===== src/rtl/unidade_controle_param.sv =====
// Parametrised multi-cycle control unit: Run-driven step FSM decoding the IR into
// datapath enables for an NREG-entry register file, plus a retired-instruction counter.
module unidade_controle_param #(
  parameter int DATA_WIDTH = 16,
  parameter int NREG = 8,
  parameter int CNT_W = 8,
  localparam int RW = $clog2(NREG),
  localparam int IW = 3 + 2 * RW
) (
  input  logic                  Clock,
  input  logic                  Resetn,
  input  logic                  Run,
  input  logic [IW-1:0]         Instrucao,
  input  logic [DATA_WIDTH-1:0] GRout,
  output logic                  IRin,
  output logic [NREG-1:0]       Rin,
  output logic [NREG-1:0]       Rout,
  output logic                  Ain,
  output logic                  Gin,
  output logic                  Gout,
  output logic                  DINout,
  output logic [1:0]            Ulaop,
  output logic                  Done,
  output logic                  Illegal,
  output logic                  Busy,
  output logic [1:0]            Tstep,
  output logic [CNT_W-1:0]      InstrCount
);

  typedef enum logic [2:0] {IDLE, T0, T1, T2, T3} state_t;

  localparam logic [2:0] OP_MV   = 3'b000;
  localparam logic [2:0] OP_MVI  = 3'b001;
  localparam logic [2:0] OP_ADD  = 3'b010;
  localparam logic [2:0] OP_SUB  = 3'b011;
  localparam logic [2:0] OP_MVNZ = 3'b100;
  localparam logic [2:0] OP_AND  = 3'b110;

  state_t          state, state_next;
  logic [2:0]      op;
  logic [RW-1:0]   rx, ry;
  logic [CNT_W-1:0] count;

  assign op = Instrucao[IW-1:IW-3];
  assign rx = Instrucao[2*RW-1:RW];
  assign ry = Instrucao[RW-1:0];
  assign InstrCount = count;

  function automatic logic [NREG-1:0] onehot(input logic [RW-1:0] idx);
    return NREG'(1) << idx;
  endfunction

  function automatic logic [1:0] alu_sel(input logic [2:0] code);
    case (code)
      OP_SUB:  return 2'b01;
      OP_AND:  return 2'b10;
      default: return 2'b00;
    endcase
  endfunction

  // Reset beats Run; the counter retires on every Done edge, illegal opcodes included.
  always_ff @(posedge Clock) begin
    if (Resetn) begin
      state <= IDLE;
      count <= '0;
    end else begin
      state <= state_next;
      if (Done) count <= count + CNT_W'(1);
    end
  end

  always_comb begin
    state_next = state;
    case (state)
      IDLE: state_next = Run ? T0 : IDLE;
      T0:   state_next = T1;
      T1:   state_next = Done ? (Run ? T0 : IDLE) : T2;
      T2:   state_next = T3;
      T3:   state_next = Run ? T0 : IDLE;
      default: state_next = IDLE;
    endcase
  end

  always_comb begin
    IRin    = 1'b0;
    Rin     = '0;
    Rout    = '0;
    Ain     = 1'b0;
    Gin     = 1'b0;
    Gout    = 1'b0;
    DINout  = 1'b0;
    Ulaop   = 2'b00;
    Done    = 1'b0;
    Illegal = 1'b0;
    Busy    = (state != IDLE);
    Tstep   = 2'd0;
    case (state)
      T0: IRin = 1'b1;
      T1: begin
        Tstep = 2'd1;
        case (op)
          OP_MV: begin
            Rin  = onehot(rx);
            Rout = onehot(ry);
            Done = 1'b1;
          end
          OP_MVI: begin
            DINout = 1'b1;
            Rin    = onehot(rx);
            Done   = 1'b1;
          end
          OP_ADD, OP_SUB, OP_AND: begin
            Rout = onehot(rx);
            Ain  = 1'b1;
          end
          OP_MVNZ: begin
            // A zero G turns the move into Rx <- Rx, leaving the register unchanged.
            Rin  = onehot(rx);
            Rout = (GRout != '0) ? onehot(ry) : onehot(rx);
            Done = 1'b1;
          end
          default: begin
            Done    = 1'b1;
            Illegal = 1'b1;
          end
        endcase
      end
      T2: begin
        Tstep = 2'd2;
        Rout  = onehot(ry);
        Gin   = 1'b1;
        Ulaop = alu_sel(op);
      end
      T3: begin
        Tstep = 2'd3;
        Gout  = 1'b1;
        Rin   = onehot(rx);
        Done  = 1'b1;
      end
      default: ;
    endcase
  end

endmodule


===== config.mk =====
export PLATFORM = sky130hd
export DESIGN_NAME = unidade_controle_param
export DESIGN_NICKNAME = d
export VERILOG_FILES = /design/src/rtl/unidade_controle_param.sv
export SDC_FILE = /design/constraint.sdc
export NUM_CORES = 1
export LEC_CHECK = 0
export ABC_AREA = 1
export BUFFER_PORTS_ARGS = -buffer_cell sky130_fd_sc_hd__buf_2
export CORE_UTILIZATION = 49
export CTS_BUF_LIST = sky130_fd_sc_hd__clkbuf_4
export DETAILED_ROUTE_END_ITERATION = 10
export PLACE_DENSITY = 0.95
export RECOVER_POWER = 25
export SLEW_MARGIN = 10
export SYNTH_ARGS = -nofsm -noshare
export SYNTH_HDL_FRONTEND = slang
export SYNTH_SLANG_ARGS = --single-unit

===== constraint.sdc =====
create_clock -name Clock -period 2.7 [get_ports Clock]
set_input_delay 0.54 -clock Clock [delete_from_list [all_inputs] [get_ports Clock]]
set_output_delay 0.54 -clock Clock [all_outputs]
set_load 0.03 [all_outputs]

; ---- Word-level counts from Yosys, hierarchy flattened
; Cells that the tools add are included.
; W data, S select, Z words.
[word_totals]
word_cells = 44
out_inout_bits = 36
regBits = 11
[op_classes]
n_eq_ne = 9
reduce_logical = 8
mux = 22
shifts = 2
addsub = 1
[ops]
columns = operator, count
row1 = $pmux W8 S2, 2
row2 = $pmux W8 S3, 1
row3 = $mux W8, 2
row4 = $reduce_bool A16 Y1, 1
row5 = $shl A1 B3 Y8 const A, 2
row6 = $eq A3 B2 Y1 const B, 4
row7 = $pmux W3 S4, 1
row8 = $mux W1, 11
row9 = $eq A3 B3 Y1 const B, 3
row10 = $add A8 B1 Y8 const B, 1
row11 = $eq A3 B1 Y1 const B, 2
row12 = $logic_not A3 Y1, 2
row13 = $pmux W2 S3, 1
row14 = $reduce_or A3 Y1, 2
row15 = $reduce_or A6 Y1, 1
row16 = $pmux W2 S2, 1
row17 = $mux W3, 1
row18 = $reduce_bool A3 Y1, 1
row19 = $mux W2, 1
row20 = $pmux W1 S2, 1
row21 = $reduce_or A2 Y1, 1

; ---- Logic depth before layout (Yosys ltp)
; Gate-level depths: netlist (run 1).
[logic_depth]
word_depth = 6
depth_mapped = 10

; ---- Worst setup path after synthesis (run 1)
; No wires, ideal clock.
[synth_path]
path_type = flip-flop to output port
startpoint = register state[1]
endpoint = output port Ulaop[1]
t_required_ns = 2.160
setup_slack_ns = 0.204
arrival_ns = 1.956
path_stages_with_launch = 5
path_cell_list = dfxtp_1 > inv_1 > nor3_4 > inv_2 > nor4_1
[synth_via]
elab_chain_cells = 2
[synth_rtl]
columns = element, line
row1 = from (decl), 39  ; state_t state, state_next;
row2 = from (signal assigned), 67  ; state <= state_next;
row3 = $eq A3 B2 Y1, 97  ; case (state)
row4 = $mux W2, 97
row5 = to (decl), 22  ; output logic [1:0] Ulaop,
; Every way passes these cells.

; ---- Worst setup path in the final report (run 1)
[layout_path]
startpoint = register state[0]
endpoint = output port Rin[2]
[layout_via]
elab_chain_cells = 2
elab_cells_between_ends = 3
classes_between = 2 x eq/ne / 1 x mux
[layout_rtl]
columns = element, line
row1 = $eq A3 B3 Y1 / $eq A3 B2 Y1 (equally long branches), 97
row2 = $pmux W8 S2 *, 97
row3 = to (decl), 16  ; output logic [NREG-1:0] Rin,
; Every way passes the cells marked *; elsewhere a longest branch is shown, timed or not.

==> load_flow_metrics.sql, run 1 <==
INSERT INTO impl_metrics (metric_group, metric, value, unit) VALUES
('sta', 'final.min_clock_period', '2.35', 'ns'),
('critical_path', 'critical_path_class', 'flip-flop to output port', ''),
('synth', 'netlist_top_cells_count', 'nand2_1 (59), nor2_1 (29), inv_1 (17)', ''),
('sta', 'setup_violations', '0', ''),
('drt', 'finalWirelength', '2910', 'um'),
('cts', 'post_cts_buffers', '0', ''),
('grt', 'antenna_found_initial', '0', ''),
('sta', 'period_share', '0.870', ''),
('final_layout', 'finish.cell_count_without_fillers', '286', ''),
('min_path', 'worst_min_path_class', 'flip-flop to flip-flop', ''),
('cts', 'cts_buffers', '3', ''),
('cts', 'cts-htree-levels', '1', ''),
('drt', 'num_vias', '1415', ''),
('floorplan', 'dieHeight', '49.7', 'um'),
('final_layout', 'multi_input_area', '766', 'um2'),
('grt', 'grt_overflow_total', '0', ''),
('synth', 'synth_cell_types', '24', ''),
('sta', 'timing.final.ws_setup', '0.351', 'ns'),
('final_layout', 'fin_area', '1450', 'um2'),
('synth', 'synth_enable_flop_cells', '0', ''),
('power', 'totalPowerFinal', '414', 'uW'),
('floorplan', 'die_width', '49.7', 'um'),
('drt', 'drt-initial-drc-count', '28', ''),
('critical_path', 'kind_of_launch_point_of_the_worst_setup_path', 'flip-flop', ''),
('final_layout', 'regArea', '220', 'um2'),
('place', 'dp_worst_setup_slack', '0.417', 'ns'),
('drt', 'drc', '0', ''),
('grt', 'first_global_vias', '1166', ''),
('sta', 'maxClockFrequency', '426', 'MHz'),
('synth', 'synth_cells', '195', ''),
('cts', 'cts.root.buffer_cell', 'clkbuf_4', ''),
('grt', 'grt_util_all_layers', '0.250', ''),
('sta', 'slew-limit-headroom', '0.474', ''),
('place', 'gpl.final_weighted_congestion', '0.792', ''),
('place', 'port_buffers', '63', ''),
('synth', 'sequential_share_of_the_synthesized_area', '0.198', ''),
('power', 'powerDensity', '286', 'nW/um2'),
('drt', 'ant_nets', '0', ''),
('synth', 'post-synth-top-count-cell', 'nand2_1', ''),
('drt', 'wl_per_cell', '10.2', 'um'),
('sta', 'timing.final.max_slew_violations', '0', ''),
('critical_path', 'crit_fanout', '11', ''),
('sta', 'fin_worst_hold_slack', '0.497', 'ns'),
('final_layout', 'fillers', '189', ''),
('floorplan', 'row_count', '16', ''),
('sta', 'totalNegativeSetupSlack', '0', 'ns'),
('place', 'placedInstanceArea', '1440', 'um2'),
('cts', 'cts_tree', 'built', ''),
('power', 'total_leakage_power', '0.839', 'nW'),
('critical_path', 'worst-path-buf-inv', '3', ''),
('critical_path', 'data_arrival_time_of_the_critical_path', '1.81', 'ns'),
('critical_path', 'end_kind', 'output port', ''),
('synth', 'synth_top_area_share', '0.199', ''),
('synth', 'asyncSetResetFlopFracSynth', '0', ''),
('final_layout', 'layout.nets', '289', ''),
('critical_path', 'cp_data_required_time', '2.16', 'ns'),
('synth', 'synth_area_leader_cell', 'nand2_1', ''),
('floorplan', 'die_area', '2470', 'um2'),
('synth', 'post_synth_instance_area', '1110', 'um2'),
('cts', 'cts_sinks', '11', ''),
('critical_path', 'cp_slowest_cell', 'dfxtp_1', ''),
('final_layout', 'layout-drive-gt1-share', '0.301', ''),
('outcome', 'status', 'complete, no violations', ''),
('floorplan', 'initial_core_util', '0.546', ''),
('place', 'dpl.cell_count', '282', ''),
('cts', 'cts_hold_buffers', '0', ''),
('drt', 'post_drt_via_cell_ratio', '4.95', ''),
('cts', 'post_cts.resized_instances', '0', ''),
('cts', 'cts.path.max_buffers', '2', ''),
('synth', 'synth_top_flop_cell', 'dfxtp_1', ''),
('floorplan', 'design.portCount', '64', '');
layer usage:
layer  up-vias  share of wire  GRT usage  wire length (um)
li1        764              -          -                 -
met1       600           0.48      0.323              1380
met2        49           0.45      0.396              1320
met4         0         0.0041     0.0857                12
met5         -              0          0                 0
met3         2          0.067     0.0679               195
cells by family (layout without fill, tap and decap cells):
| group | Yosys count | in the layout | share of synthesized area |
|---|---|---|---|
| fa+ha+maj | 1 | 1 | 0.0112 |
| simple gates | 139 | 139 | 0.576 |
| compound gates | 16 | 16 | 0.103 |
| xor+xnor | 2 | 2 | 0.0157 |
| flops | 11 | 11 | 0.198 |
| buf+inv | 26 | 90 | 0.0965 |
layout make-up:
class | count | area share
well taps | 27 | 0.0234
multi-input cells | 158 | 0.529
flip-flops and latches | 11 | 0.152
clock buffers | 4 | 0.0208
repair buffers | 63 | 0.215
inverters | 23 | 0.0597
state kept, by name (all words and copies together) (netlist names):
name,count
InstrCount,8
state,3
worst reg2reg max path, stage by stage, from the launching register on:
cell and delay, ns:
dfxtp_1 0.39, nor2_2 0.08, nand2_1 0.17, inv_1 0.13, o21ai_0 0.64, o21ai_0 0.17, a21oi_1 0.14
where the power goes:
part	switching [mW]	internal (mW)	leakage, nW
logic	0.0839	0.0389	0.732
clock network	0.0543	0.0672	0.0184
registers	0.00362	0.166	0.0891
layout by cell type, fill, tap and decap left out, types with 2 or more instances in the layout:
master / count
a21oi_1: 7
buf_2: 59
clkbuf_1: 4
clkbuf_4: 4
dfxtp_1: 11
inv_1: 18
inv_2: 5
nand2_1: 61
nand2_2: 2
nand2_4: 3
nand3_1: 17
nor2_1: 29
nor3_1: 16
nor4_1: 8
o21ai_0: 6
xor2_1: 2
path summary, 6_finish.rpt:
check	slack, ns	from	cells after the start	endpoint
setup reg to reg	0.92	state[1]	6	InstrCount[0]
hold reg to reg	0.50	InstrCount[2]	1	InstrCount[2]
hold / removal	0.50	InstrCount[2]	1	InstrCount[2]
setup / recovery	0.35	state[0]	6	Rin[2]
No activity file was read; power rests on OpenSTA's default activity.
==> run 2: changes to the inputs <==
- ABC_AREA: 1 -> 0
- CORE_UTILIZATION: 49 -> 47
- PLACE_DENSITY: 0.95 -> 0.94
==> load_flow_metrics.sql, run 2 <==
INSERT INTO impl_metrics (metric_group, metric, value, unit) VALUES
('synth', 'asyncSetResetFlopFracSynth', '0', ''),
('synth', 'synth_cells', '141', ''),
('synth', 'post_synth_instance_area', '1020', 'um2'),
('place', 'detailedPlacementHpwl', '2220', 'um'),
('synth', 'synth_area_per_cell', '7.23', 'um2'),
('floorplan', 'design.portCount', '64', ''),
('sta', 'final.min_clock_period', '2.55', 'ns'),
('synth', 'syn_nets', '170', ''),
('drt', 'drt-initial-drc-count', '24', ''),
('final_layout', 'most-common-layout-cells', 'buf_2 (54), a21oi_1 (11), dfxtp_1 (10), nor3_1 (10), clkbuf_1 (9)', ''),
('critical_path', 'cp_data_required_time', '2.16', 'ns'),
('sta', 'period_share', '0.946', ''),
('final_layout', 'n_antenna_cell', '0', ''),
('critical_path', 'kind_of_launch_point_of_the_worst_setup_path', 'flip-flop', ''),
('sta', 'timing.final.max_slew_violations', '0', ''),
('critical_path', 'worst-path-buf-inv', '1', ''),
('drt', 'wl_per_cell', '12.4', 'um'),
('synth', 'synth_enable_flop_cells', '0', ''),
('floorplan', 'row_count', '16', ''),
('critical_path', 'end_kind', 'output port', ''),
('sta', 'clock_skew', '0.00470', 'ns'),
('cts', 'clk_pin_slew', '0.07', 'ns'),
('outcome', 'status', 'complete, no violations', ''),
('grt', 'first_global_vias', '1105', ''),
('floorplan', 'die_width', '48.6', 'um'),
('final_layout', 'finish.cell_count_without_fillers', '225', ''),
('sta', 'maxClockFrequency', '391', 'MHz'),
('cts', 'cts_tree', 'built', ''),
('cts', 'post_cts.resized_instances', '0', ''),
('power', 'ir_worst_vdd', '195', 'uV'),
('critical_path', 'worstPathCellList', 'or3b_1 -> o31ai_4 -> o211ai_1 -> o32ai_1 -> buf_2', ''),
('final_layout', 'area_delta_synth_final', '33.5', '%'),
('critical_path', 'critPathMaxStageDelay', '0.51', 'ns'),
('grt', 'grt_pass1_wl', '4530', 'um'),
('run', 'timing.max_cap.violations', '0', ''),
('critical_path', 'critical-path-top-delay-family', 'compound AO/OA/AOI/OAI gates', ''),
('grt', 'grt_start_max_net_pins', '17', ''),
('synth', 'sequential_share_of_the_synthesized_area', '0.216', ''),
('sta', 'tightest_slew', '0.482', 'ns'),
('sta', 'grt_setup_unrepaired', 'false', ''),
('critical_path', 'data_arrival_time_of_the_critical_path', '2.01', 'ns'),
('synth', 'yosys_warnings', '0', ''),
('power', 'totalPowerFinal', '397', 'uW'),
('final_layout', 'mostFrequentLayoutCell', 'buf_2', ''),
('drt', 'post_drt_via_cell_ratio', '5.87', ''),
('min_path', 'worst_min_path_class', 'flip-flop to flip-flop', ''),
('cts', 'cts_buffers', '3', ''),
('drt', 'ant_nets', '0', ''),
('grt', 'grt_overflow_total', '0', ''),
('synth', 'synth_area_leader_cell', 'dfxtp_1', ''),
('drt', 'num_vias', '1320', ''),
('floorplan', 'dieHeight', '48.6', 'um'),
('synth', 'synth_top_flop_cell', 'dfxtp_1', ''),
('sta', 'setup_violations', '0', ''),
('final_layout', 'layout-drive-gt1-share', '0.354', ''),
('final_layout', 'layout.nets', '228', ''),
('place', 'gpl.final_weighted_congestion', '0.787', ''),
('cts', 'cts.root.buffer_cell', 'clkbuf_4', ''),
('place', 'port_buffers', '63', ''),
('cts', 'cts_sinks', '11', ''),
('floorplan', 'die_area', '2360', 'um2'),
('final_layout', 'largest_reg_flops', '8', ''),
('synth', 'netlist_top_cells_count', 'a21oi_1 (11), dfxtp_1 (11), nor3_1 (10)', ''),
('drt', 'drt_first_pass_iters', '4', ''),
('place', 'dpl.cell_count', '221', ''),
('synth', 'post_synth_main_area_contributors', 'dfxtp_1 (22%), a21oi_1 (5.4%), nor3_1 (4.9%)', ''),
('floorplan', 'core_area', '2000', 'um2'),
('grt', 'antenna_found_initial', '0', ''),
('grt', 'grt_util_all_layers', '0.233', ''),
('synth', 'synth_top_area_share', '0.216', ''),
('cts', 'cts.path.max_buffers', '2', ''),
('synth', 'synth_cell_types', '44', ''),
('power', 'total_leakage_power', '0.605', 'nW'),
('power', 'powerDensity', '292', 'nW/um2'),
('cts', 'clock_latency', '0.27', 'ns'),
('cts', 'cts_hold_buffers', '0', ''),
('floorplan', 'initial_core_util', '0.509', ''),
('synth', 'yosys_register_bits', '11', ''),
('sta', 'hold_violations', '0', ''),
('drt', 'finalWirelength', '2800', 'um'),
('sta', 'slew-limit-headroom', '0.674', ''),
('drt', 'drc', '0', ''),
('critical_path', 'cp_slowest_cell', 'or3b_1', ''),
('sta', 'totalNegativeSetupSlack', '0', 'ns'),
('cts', 'cts-htree-levels', '1', ''),
('cts', 'post_cts_buffers', '0', ''),
('critical_path', 'critical_path_class', 'flip-flop to output port', ''),
('critical_path', 'crit_fanout', '11', '');
-- run 2: path summary, 6_finish.rpt --
| path | start | end | slack [ns] | depth (start not counted) |
|---|---|---|---|---|
| hold / removal | InstrCount[7] | InstrCount[7] | 0.49 | 2 |
| setup reg to reg | state[2] | InstrCount[5] | 0.89 | 5 |
| hold reg to reg | InstrCount[7] | InstrCount[7] | 0.49 | 2 |
| setup / recovery | state[2] | Rout[4] | 0.15 | 5 |
-- run 2: layer usage --
layer  vias up  part of all wire  global-route usage  wire (um)
met4         0             0.013              0.0735         37
li1        651                 -                   -          -
met2        60              0.51               0.455       1440
met3         4             0.062              0.0252        172
met5         -                 0                   0          0
met1       605              0.41               0.260       1150
-- run 2: logic make-up after synthesis --
| group | Yosys count | synth area share |
|---|---|---|
| buf+inv | 19 | 0.0859 |
| compound gates | 41 | 0.276 |
| simple gates | 69 | 0.410 |
| flops | 11 | 0.216 |
| fa+ha+maj | 1 | 0.0123 |
-- run 2: layout make-up --
cell class	instances	area, um2
Clock buffer	4	30.0
Fill cell	192	641
Inverter	7	26.3
Multi-Input combinational cell	111	731
Sequential cell	11	221
Tap cell	27	33.8
Timing Repair Buffer	65	319
-- run 2: power by group --
group / leakage, nW / total [mW] / internal, mW / switching (mW)
clock network: 0.0184 / 0.120 / 0.0673 / 0.0531
logic: 0.497 / 0.106 / 0.0394 / 0.0665
registers: 0.0894 / 0.171 / 0.165 / 0.00555
-- run 2: per-stage QoR --
stage | setup slack (ns) | hold slack, ns | area [um2] | utilization
finish | 0.145 | 0.485 | 1360 | 0.680
global route | 0.0117 | 0.521 | 1360 | 0.680
CTS | 0.0747 | 0.492 | 1370 | 0.682
detailed placement | 0.145 | 0.483 | 1340 | 0.667
global placement | 0.202 | 0.457 | 1340 | 0.667
floorplan | -0.0276 | 0.573 | 1030 | -
-- run 2: worst min-delay path, delay by kind of cell, from the launching register on --
kind | cells | cell delay [ns]
DFF | 1 | 0.32
AOI/OAI and AO/OA | 2 | 0.12
==> run 3: changes to the inputs <==
- CORE_UTILIZATION: 47 -> 40
- PLACE_DENSITY: 0.94 -> 0.83
==> load_flow_metrics.sql, run 3 (synthesis gave the netlist of run 2 again) <==
INSERT INTO impl_metrics (metric_group, metric, value, unit) VALUES
('sta', 'clock_skew', '0.00301', 'ns'),
('grt', 'first_global_vias', '1048', ''),
('final_layout', 'n_antenna_cell', '0', ''),
('final_layout', 'most-common-layout-cells', 'buf_2 (54), a21oi_1 (11), nor3_1 (10)', ''),
('sta', 'totalNegativeSetupSlack', '0', 'ns'),
('sta', 'timing.final.max_slew_violations', '0', ''),
('sta', 'setup_violations', '0', ''),
('drt', 'num_vias', '1277', ''),
('sta', 'period_share', '0.950', ''),
('drt', 'wl_per_cell', '11.9', 'um'),
('floorplan', 'design.portCount', '64', ''),
('drt', 'drt_first_pass_iters', '4', ''),
('cts', 'cts_tree', 'built', ''),
('floorplan', 'row_count', '17', ''),
('critical_path', 'crit_fanout', '9', ''),
('sta', 'final.min_clock_period', '2.56', 'ns'),
('cts', 'post_cts_buffers', '0', ''),
('drt', 'ant_nets', '0', ''),
('run', 'timing.max_cap.violations', '0', ''),
('critical_path', 'critical_path_class', 'input pin to output port', ''),
('critical_path', 'data_arrival_time_of_the_critical_path', '2.02', 'ns'),
('outcome', 'status', 'complete, no violations', ''),
('power', 'powerDensity', '289', 'nW/um2'),
('sta', 'grt_setup_unrepaired', 'false', ''),
('final_layout', 'finish.cell_count_without_fillers', '226', ''),
('critical_path', 'kind_of_launch_point_of_the_worst_setup_path', 'input pin', ''),
('drt', 'finalWirelength', '2700', 'um'),
('final_layout', 'multi_input_area', '731', 'um2'),
('place', 'gpl.final_weighted_congestion', '0.740', ''),
('power', 'ir_worst_vdd', '202', 'uV'),
('grt', 'grt_overflow_total', '0', ''),
('final_layout', 'layout-drive-gt1-share', '0.359', ''),
('cts', 'cts_hold_buffers', '0', ''),
('final_layout', 'fillers', '239', ''),
('final_layout', 'regArea', '223', 'um2'),
('final_layout', 'area_delta_synth_final', '33.7', '%'),
('cts', 'cts_sinks', '11', ''),
('grt', 'grt_pass1_wl', '4310', 'um'),
('floorplan', 'die_width', '52.5', 'um'),
('cts', 'cts-htree-levels', '1', ''),
('drt', 'drc', '0', ''),
('floorplan', 'core_area', '2300', 'um2'),
('sta', 'tightest_slew', '0.452', 'ns'),
('power', 'total_leakage_power', '0.606', 'nW'),
('critical_path', 'end_kind', 'output port', ''),
('drt', 'post_drt_via_cell_ratio', '5.65', ''),
('sta', 'slew-limit-headroom', '0.694', ''),
('floorplan', 'initial_core_util', '0.444', ''),
('cts', 'cts_buffers', '3', ''),
('grt', 'grt_start_max_net_pins', '17', ''),
('sta', 'maxClockFrequency', '390', 'MHz'),
('cts', 'cts.path.max_buffers', '2', ''),
('sta', 'hold_violations', '0', ''),
('final_layout', 'mostFrequentLayoutCell', 'buf_2', ''),
('cts', 'post_cts.resized_instances', '0', ''),
('drt', 'drt-initial-drc-count', '10', ''),
('floorplan', 'dieHeight', '52.5', 'um'),
('cts', 'cts.root.buffer_cell', 'clkbuf_4', ''),
('grt', 'antenna_found_initial', '0', ''),
('min_path', 'worst_min_path_class', 'flip-flop to flip-flop', ''),
('final_layout', 'largest_reg_flops', '8', ''),
('floorplan', 'die_area', '2760', 'um2'),
('place', 'dpl.cell_count', '222', ''),
('place', 'detailedPlacementHpwl', '2170', 'um'),
('cts', 'clk_pin_slew', '0.06', 'ns'),
('grt', 'grt_util_all_layers', '0.206', ''),
('place', 'port_buffers', '63', ''),
('final_layout', 'layout.nets', '228', ''),
('cts', 'clock_latency', '0.26', 'ns'),
('critical_path', 'cp_data_required_time', '2.16', 'ns');
-- run 3: final timing paths --
path	startpoint	to	slack, ns	cells past startpoint
worst max-delay path	Instrucao[7]	Rout[0]	0.14	6
worst min-delay path	InstrCount[7]	InstrCount[7]	0.49	2
worst max register to register	state[2]	InstrCount[7]	0.88	5
worst min register to register	InstrCount[7]	InstrCount[7]	0.49	2
-- run 3: layout make-up --
cell class                 instances  area share
tap                               28      0.0257
multi-input combinational        111       0.536
clock buffer                       4      0.0220
timing repair buffer              65       0.234
inverter                           7      0.0193
sequential                        11       0.163
-- run 3: power breakdown --
part	internal (mW)	switching, mW
sequential	0.165	0.00557
clock	0.0671	0.0510
combinational	0.0394	0.0652
-- run 3: worst max-delay path: stages --
cell     delay [ns]
buf_2          0.16
nor4b_1        0.34
and4b_1        0.31
a31oi_1        0.16
o32ai_1        0.27
buf_2          0.25
-- run 3: per-layer routing --
| layer | up-vias | wire [um] | track usage | share of wire |
|---|---|---|---|---|
| li1 | 650 | - | - | - |
| met1 | 576 | 1130 | 0.240 | 0.42 |
| met2 | 49 | 1350 | 0.361 | 0.50 |
| met3 | 2 | 203 | 0.0290 | 0.075 |
| met4 | 0 | 12 | 0.101 | 0.0044 |
| met5 | - | 0 | 0 | 0 |
-- run 3: stage by stage --
step           total power, mW  instance area [um2]  setup slack [ns]   util  hold WS, ns
2_1_floorplan            0.244                 1030           -0.0276      -        0.573
3_3_place_gp             0.276                 1340             0.204  0.582        0.458
3_5_place_dp             0.278                 1340            0.0761  0.582        0.477
4_1_cts                  0.396                 1370            0.0625  0.595        0.487
5_1_grt                  0.417                 1360            0.0117  0.594        0.542
6_report                 0.394                 1360             0.136  0.594        0.489
